File: config.mk
export PLATFORM = sky130hd
export DESIGN_NAME = score_renderer
export DESIGN_NICKNAME = d
export VERILOG_FILES = /design/src/rtl/score_renderer.sv
export SDC_FILE = /design/constraint.sdc
export NUM_CORES = 1
export LEC_CHECK = 0
export CORE_MARGIN = 4
export CORE_UTILIZATION = 45
export DETAILED_ROUTE_END_ITERATION = 7
export PLACE_DENSITY = 0.78
export REMOVE_ABC_BUFFERS = 1
export SLEW_MARGIN = 20
export SYNTH_ARGS = -nofsm -noshare
export SYNTH_HDL_FRONTEND = slang
export SYNTH_SLANG_ARGS = --single-unit
File: constraint.sdc
create_clock -name clk -period 2.3 [get_ports clk]
set_input_delay 0.46 -clock clk [delete_from_list [all_inputs] [get_ports clk]]
set_output_delay 0.46 -clock clk [all_outputs]
set_load 0.005 [all_outputs]
File: src/rtl/score_renderer.sv
// score_renderer
//   Converts a 14-bit binary score to four BCD digits (double-dabble, one
//   bit per cycle) once per requested frame, and renders those digits as a
//   64x16 pixel field at (X0, Y0) using an external 16x16 glyph ROM.
//
// Ports
//   clk         : pixel/system clock, rising edge
//   reset       : synchronous, active-high
//   frame_start : one-cycle pulse requesting a new conversion (ignored while busy)
//   score       : binary score, saturated to 9999 when captured
//   pix_x/pix_y : current pixel coordinate
//   rom_digit   : glyph index for the digit under the pixel (0 outside the field)
//   rom_line    : glyph row for the pixel (0 outside the field)
//   rom_data    : glyph row from the ROM, bit 15 is the leftmost pixel
//   pixel_on    : registered foreground flag, one cycle after pix_x/pix_y
//   busy        : high while a conversion is in progress
module score_renderer #(
  parameter int X0       = 16,
  parameter int Y0       = 16,
  parameter bit BLANK_LZ = 1'b1
) (
  input  logic        clk,
  input  logic        reset,
  input  logic        frame_start,
  input  logic [13:0] score,
  input  logic [9:0]  pix_x,
  input  logic [9:0]  pix_y,
  output logic [3:0]  rom_digit,
  output logic [3:0]  rom_line,
  input  logic [15:0] rom_data,
  output logic        pixel_on,
  output logic        busy
);

  typedef enum logic [1:0] {IDLE, SHIFT, COMMIT} state_t;

  state_t      state_q, state_d;
  logic [13:0] bin_q, bin_d;
  logic [15:0] bcd_q, bcd_d;
  logic [3:0]  cnt_q, cnt_d;
  logic [15:0] disp_q, disp_d;   // {d3, d2, d1, d0}
  logic        pixel_on_q, pixel_on_d;

  logic [15:0] bcd_adj;
  logic [29:0] shifted;

  // Conversion FSM
  always_comb begin
    state_d = state_q;
    bin_d   = bin_q;
    bcd_d   = bcd_q;
    cnt_d   = cnt_q;
    disp_d  = disp_q;
    bcd_adj = bcd_q;
    for (int unsigned i = 0; i < 4; i++) begin
      if (bcd_q[4*i +: 4] >= 4'd5) begin
        bcd_adj[4*i +: 4] = bcd_q[4*i +: 4] + 4'd3;
      end
    end
    shifted = {bcd_adj, bin_q} << 1;

    case (state_q)
      IDLE: begin
        if (frame_start) begin
          bin_d   = (score > 14'd9999) ? 14'd9999 : score;
          bcd_d   = '0;
          cnt_d   = 4'd14;
          state_d = SHIFT;
        end
      end
      SHIFT: begin
        bcd_d = shifted[29:14];
        bin_d = shifted[13:0];
        cnt_d = cnt_q - 4'd1;
        if (cnt_q == 4'd1) begin
          state_d = COMMIT;
        end
      end
      COMMIT: begin
        disp_d  = bcd_q;
        state_d = IDLE;
      end
      default: state_d = IDLE;
    endcase
  end

  // Rendering
  logic        in_region;
  logic [5:0]  dx;
  logic [3:0]  dy;
  logic [1:0]  slot;
  logic [3:0]  col;
  logic [3:0]  sel_digit;
  logic        blanked;

  always_comb begin
    in_region = ({1'b0, pix_x} >= 11'(X0)) && ({1'b0, pix_x} < 11'(X0) + 11'd64) &&
                ({1'b0, pix_y} >= 11'(Y0)) && ({1'b0, pix_y} < 11'(Y0) + 11'd16);
    dx   = 6'(pix_x - 10'(X0));
    dy   = 4'(pix_y - 10'(Y0));
    slot = dx[5:4];
    col  = dx[3:0];

    sel_digit = '0;
    blanked   = 1'b0;
    case (slot)
      2'd0: begin
        sel_digit = disp_q[15:12];
        blanked   = (disp_q[15:12] == 4'd0);
      end
      2'd1: begin
        sel_digit = disp_q[11:8];
        blanked   = (disp_q[15:8] == 8'd0);
      end
      2'd2: begin
        sel_digit = disp_q[7:4];
        blanked   = (disp_q[15:4] == 12'd0);
      end
      default: begin
        sel_digit = disp_q[3:0];
        blanked   = 1'b0;
      end
    endcase
    if (!BLANK_LZ) begin
      blanked = 1'b0;
    end

    rom_digit  = in_region ? sel_digit : 4'd0;
    rom_line   = in_region ? dy : 4'd0;
    pixel_on_d = in_region && !blanked && rom_data[4'd15 - col];
  end

  always_ff @(posedge clk) begin
    if (reset) begin
      state_q    <= IDLE;
      bin_q      <= '0;
      bcd_q      <= '0;
      cnt_q      <= '0;
      disp_q     <= '0;
      pixel_on_q <= 1'b0;
    end else begin
      state_q    <= state_d;
      bin_q      <= bin_d;
      bcd_q      <= bcd_d;
      cnt_q      <= cnt_d;
      disp_q     <= disp_d;
      pixel_on_q <= pixel_on_d;
    end
  end

  assign busy     = (state_q != IDLE);
  assign pixel_on = pixel_on_q;

endmodule

Word level (Yosys, flattened, before mapping)
Cells that the tools add are included.
{ "op_classes": {"addsub": 8, "mul": 0, "n_div": 0, "magnitude_cmp": 10, "n_eq_ne": 7, "shifts": 0, "muxes": 20, "n_bitwise": 0, "n_reduce_logical": 15} }
{ "op_table": {"columns": ["op", "n"], "rows": [
  ["16-bit one-hot mux with 2 select lines", 1],
  ["14-bit two-way mux", 2],
  ["14-bit one-hot mux with 2 select lines", 1],
  ["4-bit two-way mux", 6],
  ["10-bit by 5-bit >= comparator with 1-bit output, second input constant", 2],
  ["4-bit by 3-bit >= comparator with 1-bit output, second input constant", 4],
  ["16-bit two-way mux", 1],
  ["14-bit greater-than comparator, second input constant", 1],
  ["4-bit by 2-bit adder with 4-bit output, second input constant", 3],
  ["12-bit zero test", 1],
  ["4-bit one-hot mux with 3 select lines", 1],
  ["10-bit by 6-bit < comparator with 1-bit output, second input constant", 1],
  ["10-bit by 7-bit < comparator with 1-bit output, second input constant", 1],
  ["8-bit zero test", 1],
  ["4-bit one-hot mux with 2 select lines", 1],
  ["4-bit by 1-bit subtractor with 4-bit output, second input constant", 2],
  ["6-bit by 5-bit subtractor with 6-bit output, second input constant", 1],
  ["1-bit logical AND", 5],
  ["4-bit by 5-bit < comparator with 1-bit output, second input constant", 1],
  ["1-bit binary-select mux with 4-bit select", 1],
  ["2-bit by 1-bit == test with 1-bit output, second input constant", 2],
  ["2-bit == test, second input constant", 2],
  ["4-bit by 1-bit == test with 1-bit output, second input constant", 1],
  ["2-bit zero test", 2],
  ["other kinds (12)", 16]
]} }
{ "totals": {"ff_bits": 53, "latch_bits": 0, "mem_bits_rw": 0, "mem_bits_ro": 0, "elab_cells": 66, "memories": 0} }

Logic depth before layout (Yosys ltp)
Gate-level depths: netlist of run 1.
{ "logic_depth": {"word_depth": 6, "mapped_depth": 7, "ltp_nobuf": 7} }

Worst setup path before layout of run 1
Ideal clock, no wire load.
{ "synth_path": {"kind": "input port to output port", "start": "in pix_x[5]", "end": "out rom_digit[0]", "t_arrival_ps": 1355, "t_required_ps": 1840, "setup_slack_ps": 485, "path_stages": 6, "cell_sequence": "buf_4 nor2_2 xor2_1 nor4_4 nand4b_4 nor2b_1"} }
{ "synth_between": {"elab_chain_cells": 5, "word_cells_on_any_way": 11, "classes_between": "1 x add/sub; 2 x order compare; 2 x eq/ne; 2 x mux; 4 x reduce/logical"} }
{ "synth_rtl": {"columns": ["element", "line_no", "text"], "rows": [
  ["start: declaration", "26", "input logic [9:0] pix_x,"],
  ["branches (longest 4 deep; another with 6-bit by 5-bit subtractor with 6-bit output)", null, null],
  ["4-bit two-way mux *", "128", "rom_digit = in_region ? sel_digit : 4'd0;"],
  ["end: declaration", "28", "output logic [3:0] rom_digit,"]
]} }
Mark *: on every way between the ends.

Worst setup path after layout of run 1
{ "layout_path": {"start": "in pix_x[8]", "end": "out rom_digit[2]"} }
{ "layout_between": {"elab_chain_cells": 5, "word_cells_on_any_way": 6, "classes_between": "2 x order compare; 1 x mux; 3 x reduce/logical"} }
{ "layout_rtl": {"columns": ["element", "line_no", "text"], "rows": [
  ["10-bit by 5-bit >= comparator with 1-bit output / 10-bit by 7-bit < comparator with 1-bit output (equally long branches)", "97", "in_region = ({1'b0, pix_x} >= 11'(X0)) && ({1'b0, pix_x} < 11'(X0) + 11'd64) &&"],
  ["1-bit logical AND * (2 in a row)", "97", null],
  ["1-bit logical AND *", "98", "({1'b0, pix_y} >= 11'(Y0)) && ({1'b0, pix_y} < 11'(Y0) + 11'd16);"],
  ["4-bit two-way mux *", "128", null]
]} }
Mark *: on every way between the ends. The rest lies on a longest branch, timed or not.

==> results.json, run 1 <==
{
  "drt_iter0_drc": 190,
  "grt_antenna_before_repair": 0,
  "synth_top_family_by_area": "simple AND/OR/NAND/NOR gates",
  "drive_gt1_share_pct": 12.0,
  "yosysSeqAreaShare_pct": 37.9,
  "synth_compound_area_share_pct": 17.2,
  "die_y_um": 86.9,
  "cts_tree": "yes",
  "gp_congestion": 0.789,
  "maxSlewViolCount": 0,
  "cp.arrival_ns": 1.76,
  "track_usage_pct": 18.3,
  "worstReg2RegEnd": "bcd_q[10]",
  "postRouteAntennaNets": 0,
  "critPathRequiredTime_ns": 1.84,
  "slew_headroom_pct": 58.5,
  "path_clk_slew_ns": 0.08,
  "tightest_slew_ns": 0.619,
  "wl_per_cell_um": 14.2,
  "synth_edf_count": 0,
  "r2r_cells": 5,
  "nets": 453,
  "yosys.area_share.simple_pct": 23.1,
  "antenna_cells": 0,
  "cellLeakagePower_uw": 0.00146,
  "worstSkewPairLatency_ns": 0.30,
  "cp_max_fo": 4,
  "core_area_um2": 5990,
  "synth.distinct_cells": 44,
  "grt.overflow.total": 0,
  "synth_fa_ha_area_share_pct": 4.47,
  "p_int_uw": 1320,
  "routed_via_density": 5.43,
  "hold_viol": 0,
  "setup_viol": 0,
  "endpoint_kind": "primary output",
  "switching_share_pct": 25.0,
  "synth-xor-area-share_pct": 2.50,
  "whs_ns": 0.462,
  "drtPass1Iterations": 4,
  "crit_start": "pix_x[8]",
  "num_vias": 2532,
  "grt_pass1_vias": 2517,
  "fill_cells": 540,
  "ys_seq_elements": 53,
  "power_frac_comb_pct": 16.7,
  "met1Wirelength_mm": 2.91,
  "die_w_um": 86.9,
  "wirelength_mm": 6.62,
  "ys_warn_count": 0,
  "rr_startpoint": "state_q[0]",
  "fmax_ghz": 0.450,
  "htreeDepth": 2,
  "reg2reg_slack_ns": 0.53,
  "finClkSkew_ns": 0.00643,
  "synthCells": 326,
  "top_layer": "met4",
  "root_buffer": "clkbuf_8",
  "grt_pass1_wl_mm": 11.4,
  "post-route-util_pct": 60.7,
  "cap_viol_max_count": 0,
  "die-area_um2": 7540,
  "drc": 0,
  "cts_buffers": 5,
  "dr_wl_met3_um": 550,
  "crit_path_end": "rom_digit[2]",
  "hold_class": "flip-flop to flip-flop",
  "status": "complete, no violations",
  "cts_hold_buf": 0,
  "worst-setup-path-type": "primary input to primary output",
  "pwr_density_cell_nw_per_um2": 485,
  "startpoint_type": "primary input",
  "synth-main-ff-cell": "dfxtp_1",
  "areaGrowthSynthToFinish_pct": 29.9,
  "rows": 28,
  "netlist_area_um2": 2800,
  "period_share_pct": 96.6,
  "avgSynthCellArea_um2": 8.58,
  "ioPinCount": 63,
  "start_util_pct": 46.7,
  "setup_tns_ns": 0,
  "peakVddDrop_uv": 340,
  "io_buffers": 62,
  "power_frac_clock_pct": 28.3,
  "dp_hpwl_mm": 4.93,
  "p_switching_uw": 441,
  "synthMuxAreaShare_pct": 8.90,
  "wl_met2_mm": 3.09,
  "cts_max_path_buffers": 2,
  "async_flop_share_pct": 0,
  "cts_sinks": 53,
  "grt_max_degree": 34,
  "p_seq_share_pct": 55.0,
  "period_needed_ns": 2.22
}
==> power groups by stage <==
stage / clock (uW) / combinational (uW) / sequential (uW)
2_1_floorplan: 0 / 124 / 987
3_3_place_gp: 0 / 286 / 989
3_5_place_dp: 0 / 294 / 991
4_1_cts: 512 / 297 / 970
5_1_grt: 550 / 324 / 975
6_report: 499 / 294 / 970
==> worst min path at each step <==
stage / from / end / cells past startpoint / slack [ns]
2_1_floorplan: disp_q[0] / disp_q[0] / 2 / 0.43
3_3_place_gp: disp_q[0] / disp_q[0] / 2 / 0.45
3_5_place_dp: disp_q[1] / disp_q[1] / 2 / 0.45
4_1_cts: disp_q[1] / disp_q[1] / 2 / 0.47
5_1_grt: disp_q[0] / disp_q[0] / 2 / 0.48
6_report: disp_q[1] / disp_q[1] / 2 / 0.46
==> cell usage in the layout, fill, tap and decap left out, types with 9 or more instances in the layout <==
cell type	count
dfxtp_1	53
clkdlybuf4s50_1	46
nand2_1	41
nor2_1	37
a21oi_1	29
inv_1	18
o21ai_0	17
nor3_1	13
buf_4	11
ha_1	10
buf_2	9
==> cells in the mapped netlist, types with 5 or more instances <==
cell,count,area (um2)
nand3b_1,8,60.1
inv_1,18,67.6
nand2b_1,6,37.5
a22oi_1,6,45.0
buf_2,5,25.0
nor2_1,38,143
dfxtp_1,53,1060
nor3_1,13,65.1
nand2_1,41,154
nor2b_1,6,37.5
mux4_1,7,184
xnor2_1,7,61.3
ha_1,10,125
clkbuf_1,11,41.3
o21ai_0,17,85.1
a21oi_1,29,145
==> what timing repair did <==
item / 4_1_cts / 5_1_grt
pin swaps: 4 / 3
setup buffers: 4 / 0
resized for setup: 41 / 7
setup endpoints to repair: 8 / 8
==> sequential cells by signal (all words and copies together), names as in the netlist <==
| signal | cells |
|---|---|
| cnt_q | 4 |
| bcd_q | 16 |
| bin_q | 14 |
| disp_q | 16 |
| state_q | 2 |
| pixel_on | 1 |
==> area by class of cell <==
| cell class | instances | area [um2] | share of cell area [%] |
|---|---|---|---|
| clock inverter | 2 | 10.0 | 0.275 |
| inverter | 18 | 67.6 | 1.86 |
| clock buffer | 6 | 72.6 | 2.00 |
| tap | 75 | 93.8 | 2.58 |
| sequential | 53 | 1060 | 29.2 |
| multi-input combinational | 235 | 1600 | 44.1 |
| timing repair buffer | 77 | 727 | 20.0 |
==> metrics by stage <==
stage / area (um2) / instances / total power (uW) / setup slack, ns
after floorplan: 2700 / 306 / 1110 / 0.544
after detailed placement: 3520 / 454 / 1280 / -0.419
after global routing: 3630 / 466 / 1850 / -0.00125
final: 3630 / 466 / 1760 / 0.0782
after global placement: 3520 / 454 / 1280 / -0.392
after CTS: 3610 / 466 / 1780 / 0.0402
==> routing by layer <==
metal  GRT usage (%)  vias to the layer above
met2            32.4                       76
met4            3.97                        0
met1            22.5                     1172
li1                -                     1278
met3            4.45                        6
met5               0                        -
==> logic make-up after synthesis <==
family,after synthesis
fa+ha+maj,10
xor+xnor,8
flops,53
simple gates,129
compound gates,76
mux,12
buf+inv,38
==> worst max-delay path, cell delays in order <==
cell and delay, ns:
clkdlybuf4s50_1 0.44, nor4_4 0.32, nand4b_4 0.15, buf_6 0.15, nor2b_1 0.11, buf_2 0.12
Note: power is estimated with default switching activity, not from simulation.
==> inputs of run 2 (changes only) <==
--- a/config.mk
+++ b/config.mk
@@ -6,9 +6,9 @@
 export NUM_CORES = 1
 export LEC_CHECK = 0
 export CORE_MARGIN = 4
-export CORE_UTILIZATION = 45
+export CORE_UTILIZATION = 54
 export DETAILED_ROUTE_END_ITERATION = 7
-export PLACE_DENSITY = 0.78
+export PLACE_DENSITY = 0.9
 export REMOVE_ABC_BUFFERS = 1
 export SLEW_MARGIN = 20
 export SYNTH_ARGS = -nofsm -noshare
==> results.json, run 2 (synthesized netlist as in run 1, its figures left out) <==
{
  "peakVddDrop_uv": 311,
  "worst-setup-path-type": "primary input to primary output",
  "status": "complete, no violations",
  "cp.arrival_ns": 1.79,
  "root_buffer": "clkbuf_8",
  "hold_class": "flip-flop to flip-flop",
  "drc": 0,
  "gp_congestion": 0.831,
  "cp_max_fo": 5,
  "grt_pass1_vias": 2552,
  "slew_headroom_pct": 31.7,
  "grt_pass1_wl_mm": 11.3,
  "worstSkewPairLatency_ns": 0.30,
  "die_w_um": 80.0,
  "nets": 456,
  "endpoint_kind": "primary output",
  "total_power_uw": 1770,
  "hold_viol": 0,
  "place_area_um2": 3480,
  "drt_iter0_drc": 148,
  "cap_viol_max_count": 0,
  "track_usage_pct": 21.8,
  "htreeDepth": 2,
  "die-area_um2": 6400,
  "wirelength_mm": 6.86,
  "cellLeakagePower_uw": 0.00147,
  "finalInstanceArea_um2": 3610,
  "grt_max_degree": 54,
  "layout_commonest_cell": "dfxtp_1",
  "drtPass1Iterations": 4,
  "setup_viol": 0,
  "critPathRequiredTime_ns": 1.84,
  "fmax_ghz": 0.443,
  "period_share_pct": 98.0,
  "period_needed_ns": 2.25,
  "ioPinCount": 63,
  "maxSlewViolCount": 0,
  "drive_gt1_share_pct": 12.7,
  "grt_antenna_before_repair": 0,
  "cts_max_path_buffers": 2,
  "cts_tree": "yes",
  "setup_tns_ns": 0,
  "num_vias": 2644,
  "final_cell_mix": "53 x dfxtp_1, 48 x clkdlybuf4s50_1, 41 x nand2_1",
  "grt.overflow.total": 0,
  "finalWorstSetupSlack_ns": 0.0451,
  "rows": 25,
  "tightest_slew_ns": 1.02,
  "routed_via_density": 5.74,
  "biggestRegsByFlops": "bcd_q (16), disp_q (16), bin_q (14)",
  "dp_hpwl_mm": 4.87,
  "pre_cts_slack_ns": -0.403,
  "finClkSkew_ns": 0.00425,
  "die_y_um": 80.0,
  "antenna_cells": 0,
  "pwr_density_cell_nw_per_um2": 489,
  "cts_buffers": 5,
  "wl_per_cell_um": 14.9,
  "postRouteAntennaNets": 0,
  "path_clk_slew_ns": 0.09,
  "cts_sinks": 53,
  "startpoint_type": "primary input",
  "io_buffers": 62,
  "core_area_um2": 4880,
  "cts_hold_buf": 0,
  "areaGrowthSynthToFinish_pct": 29.2,
  "start_util_pct": 57.3
}
[run 2: where the power goes]
part / switching [uW] / internal (uW) / total, uW / leakage, uW
sequential: 24.0 / 947 / 971 / 0.000431
combinational: 131 / 162 / 293 / 0.000993
clock: 294 / 210 / 505 / 0.0000439
total: 449 / 1320 / 1770 / 0.00147
[run 2: path summary, 6_finish.rpt]
kind                    from      endpoint  slack, ns  cells past startpoint
hold / removal     disp_q[0]     disp_q[0]       0.47                      2
setup / recovery    pix_x[7]  rom_digit[2]       0.05                      6
hold reg to reg    disp_q[0]     disp_q[0]       0.47                      2
setup reg to reg  state_q[1]     disp_q[4]       0.48                      3
[run 2: layout make-up]
cell class,count,area [um2]
clock buffer,5,68.8
clock inverter,3,17.5
fill,361,1260
inverter,18,67.6
multi-input combinational,236,1620
sequential,53,1060
tap,67,83.8
timing repair buffer,79,698
[run 2: metrics by stage]
step,utilization [%],instances,hold WS (ns)
floorplan,-,306,0.426
global placement,71.4,446,0.448
detailed placement,71.4,446,0.456
CTS,73.7,460,0.469
global route,74.1,461,0.493
finish,74.1,461,0.465
[run 2: layer usage]
| metal | up-vias | GRT usage (%) | share of wire (%) |
|---|---|---|---|
| met5 | - | 0 | 0 |
| met4 | 0 | 8.28 | 2.4 |
| met3 | 15 | 4.29 | 7.3 |
| met2 | 104 | 40.1 | 49 |
| met1 | 1235 | 24.4 | 42 |
| li1 | 1290 | - | - |
[run 2: critical path: stages]
cell and delay, ns:
clkdlybuf4s50_1 0.42, nor4_2 0.29, buf_4 0.19, nand4b_4 0.15
nor2b_2 0.17, buf_2 0.13
[run 2: what timing repair did]
action | CTS | global route
buffers inserted | 5 | 1
setup endpoints to repair | 8 | 8
gates resized for setup | 37 | 10
gates cloned | 1 | 0
pin swaps | 7 | 2
==> inputs of run 3 (changes only) <==
--- a/config.mk
+++ b/config.mk
@@ -8,6 +8,7 @@
 export CORE_MARGIN = 4
 export CORE_UTILIZATION = 54
 export DETAILED_ROUTE_END_ITERATION = 7
+export GPL_TIMING_DRIVEN = 0
 export PLACE_DENSITY = 0.9
 export REMOVE_ABC_BUFFERS = 1
 export SLEW_MARGIN = 20
==> results.json, run 3 (synthesized netlist as in run 1, its figures left out) <==
{
  "hold_depth": 2,
  "cp.arrival_ns": 1.76,
  "areaGrowthSynthToFinish_pct": 28.7,
  "rows": 25,
  "routed_via_density": 5.74,
  "critPathRequiredTime_ns": 1.84,
  "cts_max_path_buffers": 2,
  "path_clk_slew_ns": 0.09,
  "status": "complete, no violations",
  "setup_viol": 0,
  "tightest_slew_ns": 0.849,
  "drc": 0,
  "place_area_um2": 3430,
  "nets": 442,
  "cp_max_fo": 4,
  "cap_viol_max_count": 0,
  "grt_max_degree": 31,
  "num_vias": 2565,
  "track_usage_pct": 21.6,
  "core_area_um2": 4880,
  "cts_sinks": 53,
  "finClkSkew_ns": 0.00445,
  "worst-setup-path-type": "primary input to primary output",
  "hold_viol": 0,
  "r2r_cells": 4,
  "slew_headroom_pct": 43.4,
  "cts_buffers": 5,
  "maxSlewViolCount": 0,
  "wirelength_mm": 6.75,
  "post-route-util_pct": 73.8,
  "grt.overflow.total": 0,
  "stdcell_count": 447,
  "grt_antenna_before_repair": 0,
  "place_inst": 436,
  "rsz0062_at_grt": "no",
  "finalInstanceArea_um2": 3600,
  "die-area_um2": 6400,
  "cellLeakagePower_uw": 0.00143,
  "wl_per_cell_um": 15.1,
  "hold_class": "flip-flop to flip-flop",
  "period_needed_ns": 2.22,
  "period_share_pct": 96.5,
  "start_util_pct": 57.3,
  "postRouteAntennaNets": 0,
  "biggestRegsByFlops": "bcd_q (16), disp_q (16), bin_q (14)",
  "antenna_cells": 0,
  "startpoint_type": "primary input",
  "layout_commonest_cell": "dfxtp_1",
  "total_power_uw": 1980,
  "die_y_um": 80.0,
  "whs_endpoint": "disp_q[2]",
  "pwr_density_cell_nw_per_um2": 550,
  "dp_hpwl_mm": 4.79,
  "worstReg2RegEnd": "bin_q[6]",
  "peakVddDrop_uv": 402,
  "fmax_ghz": 0.451,
  "reg2reg_slack_ns": 0.39,
  "whs_ns": 0.463,
  "drive_gt1_share_pct": 10.0,
  "ioPinCount": 63,
  "grt_pass1_vias": 2463,
  "die_w_um": 80.0,
  "final_cell_mix": "52 x dfxtp_1, 45 x clkdlybuf4s50_1, 41 x nand2_1",
  "rr_startpoint": "state_q[0]",
  "cts_tree": "yes",
  "io_buffers": 62,
  "min_from": "disp_q[2]",
  "root_buffer": "clkbuf_8",
  "drtPass1Iterations": 5,
  "drt_iter0_drc": 178,
  "fill_cells": 363,
  "htreeDepth": 2,
  "endpoint_kind": "primary output",
  "gp_congestion": 0.750,
  "grt_pass1_wl_mm": 11.1,
  "worstSkewPairLatency_ns": 0.31
}
[run 3: worst max-delay path by stage]
stage	startpoint	to	cells after the start
floorplan	state_q[0]	bcd_q[10]	3
global placement	pix_x[5]	rom_line[2]	7
detailed placement	pix_x[5]	rom_digit[3]	7
CTS	pix_x[6]	rom_line[0]	7
global route	pix_y[6]	rom_line[0]	6
finish	pix_y[6]	rom_line[0]	6
[run 3: metal layers]
layer	vias up	GRT usage [%]	part of all wire, %
met5	-	0	0
met4	0	5.74	1.5
met3	11	5.30	7.6
met2	98	39.2	48
met1	1188	25.2	43
li1	1268	-	-
[run 3: layout make-up]
type	instances	area, um2	share of cell area (%)
repair buffers	66	646	17.9
clock inverters	3	65.1	1.81
flip-flops and latches	53	1060	29.5
well taps	67	83.8	2.33
inverters	18	67.6	1.88
multi-input cells	235	1610	44.6
clock buffers	5	68.8	1.91
[run 3: critical path, cell delays in order]
cell and delay [ns]:
clkdlybuf4s50_1 0.44, nor4_4 0.27, nand4b_4 0.16, buf_6 0.16, nor2_2 0.07, clkdlybuf4s15_2 0.20
[run 3: per-stage QoR]
step	TNS, ns	setup WS (ns)
CTS	0	0.000687
finish	0	0.0809
detailed placement	-5.77	-0.719
global route	0	0.0212
global placement	-14.70	-0.598
floorplan	0	0.544
[run 3: report_power, final]
| group | total (uW) | internal [uW] | switching [uW] | leakage (uW) |
|---|---|---|---|---|
| registers | 974 | 948 | 26.7 | 0.000432 |
| clock network | 729 | 432 | 297 | 0.0000681 |
| logic | 276 | 150 | 126 | 0.000928 |
| total | 1980 | 1530 | 450 | 0.00143 |
[run 3: what timing repair did]
item	4_1_cts	5_1_grt
resized for setup	51	5
hold buffers	0	0
cloned	0	0
endpoints found under the setup margin	8	9
hold endpoints to repair	0	0
pin swaps	5	3
buffers inserted	3	0
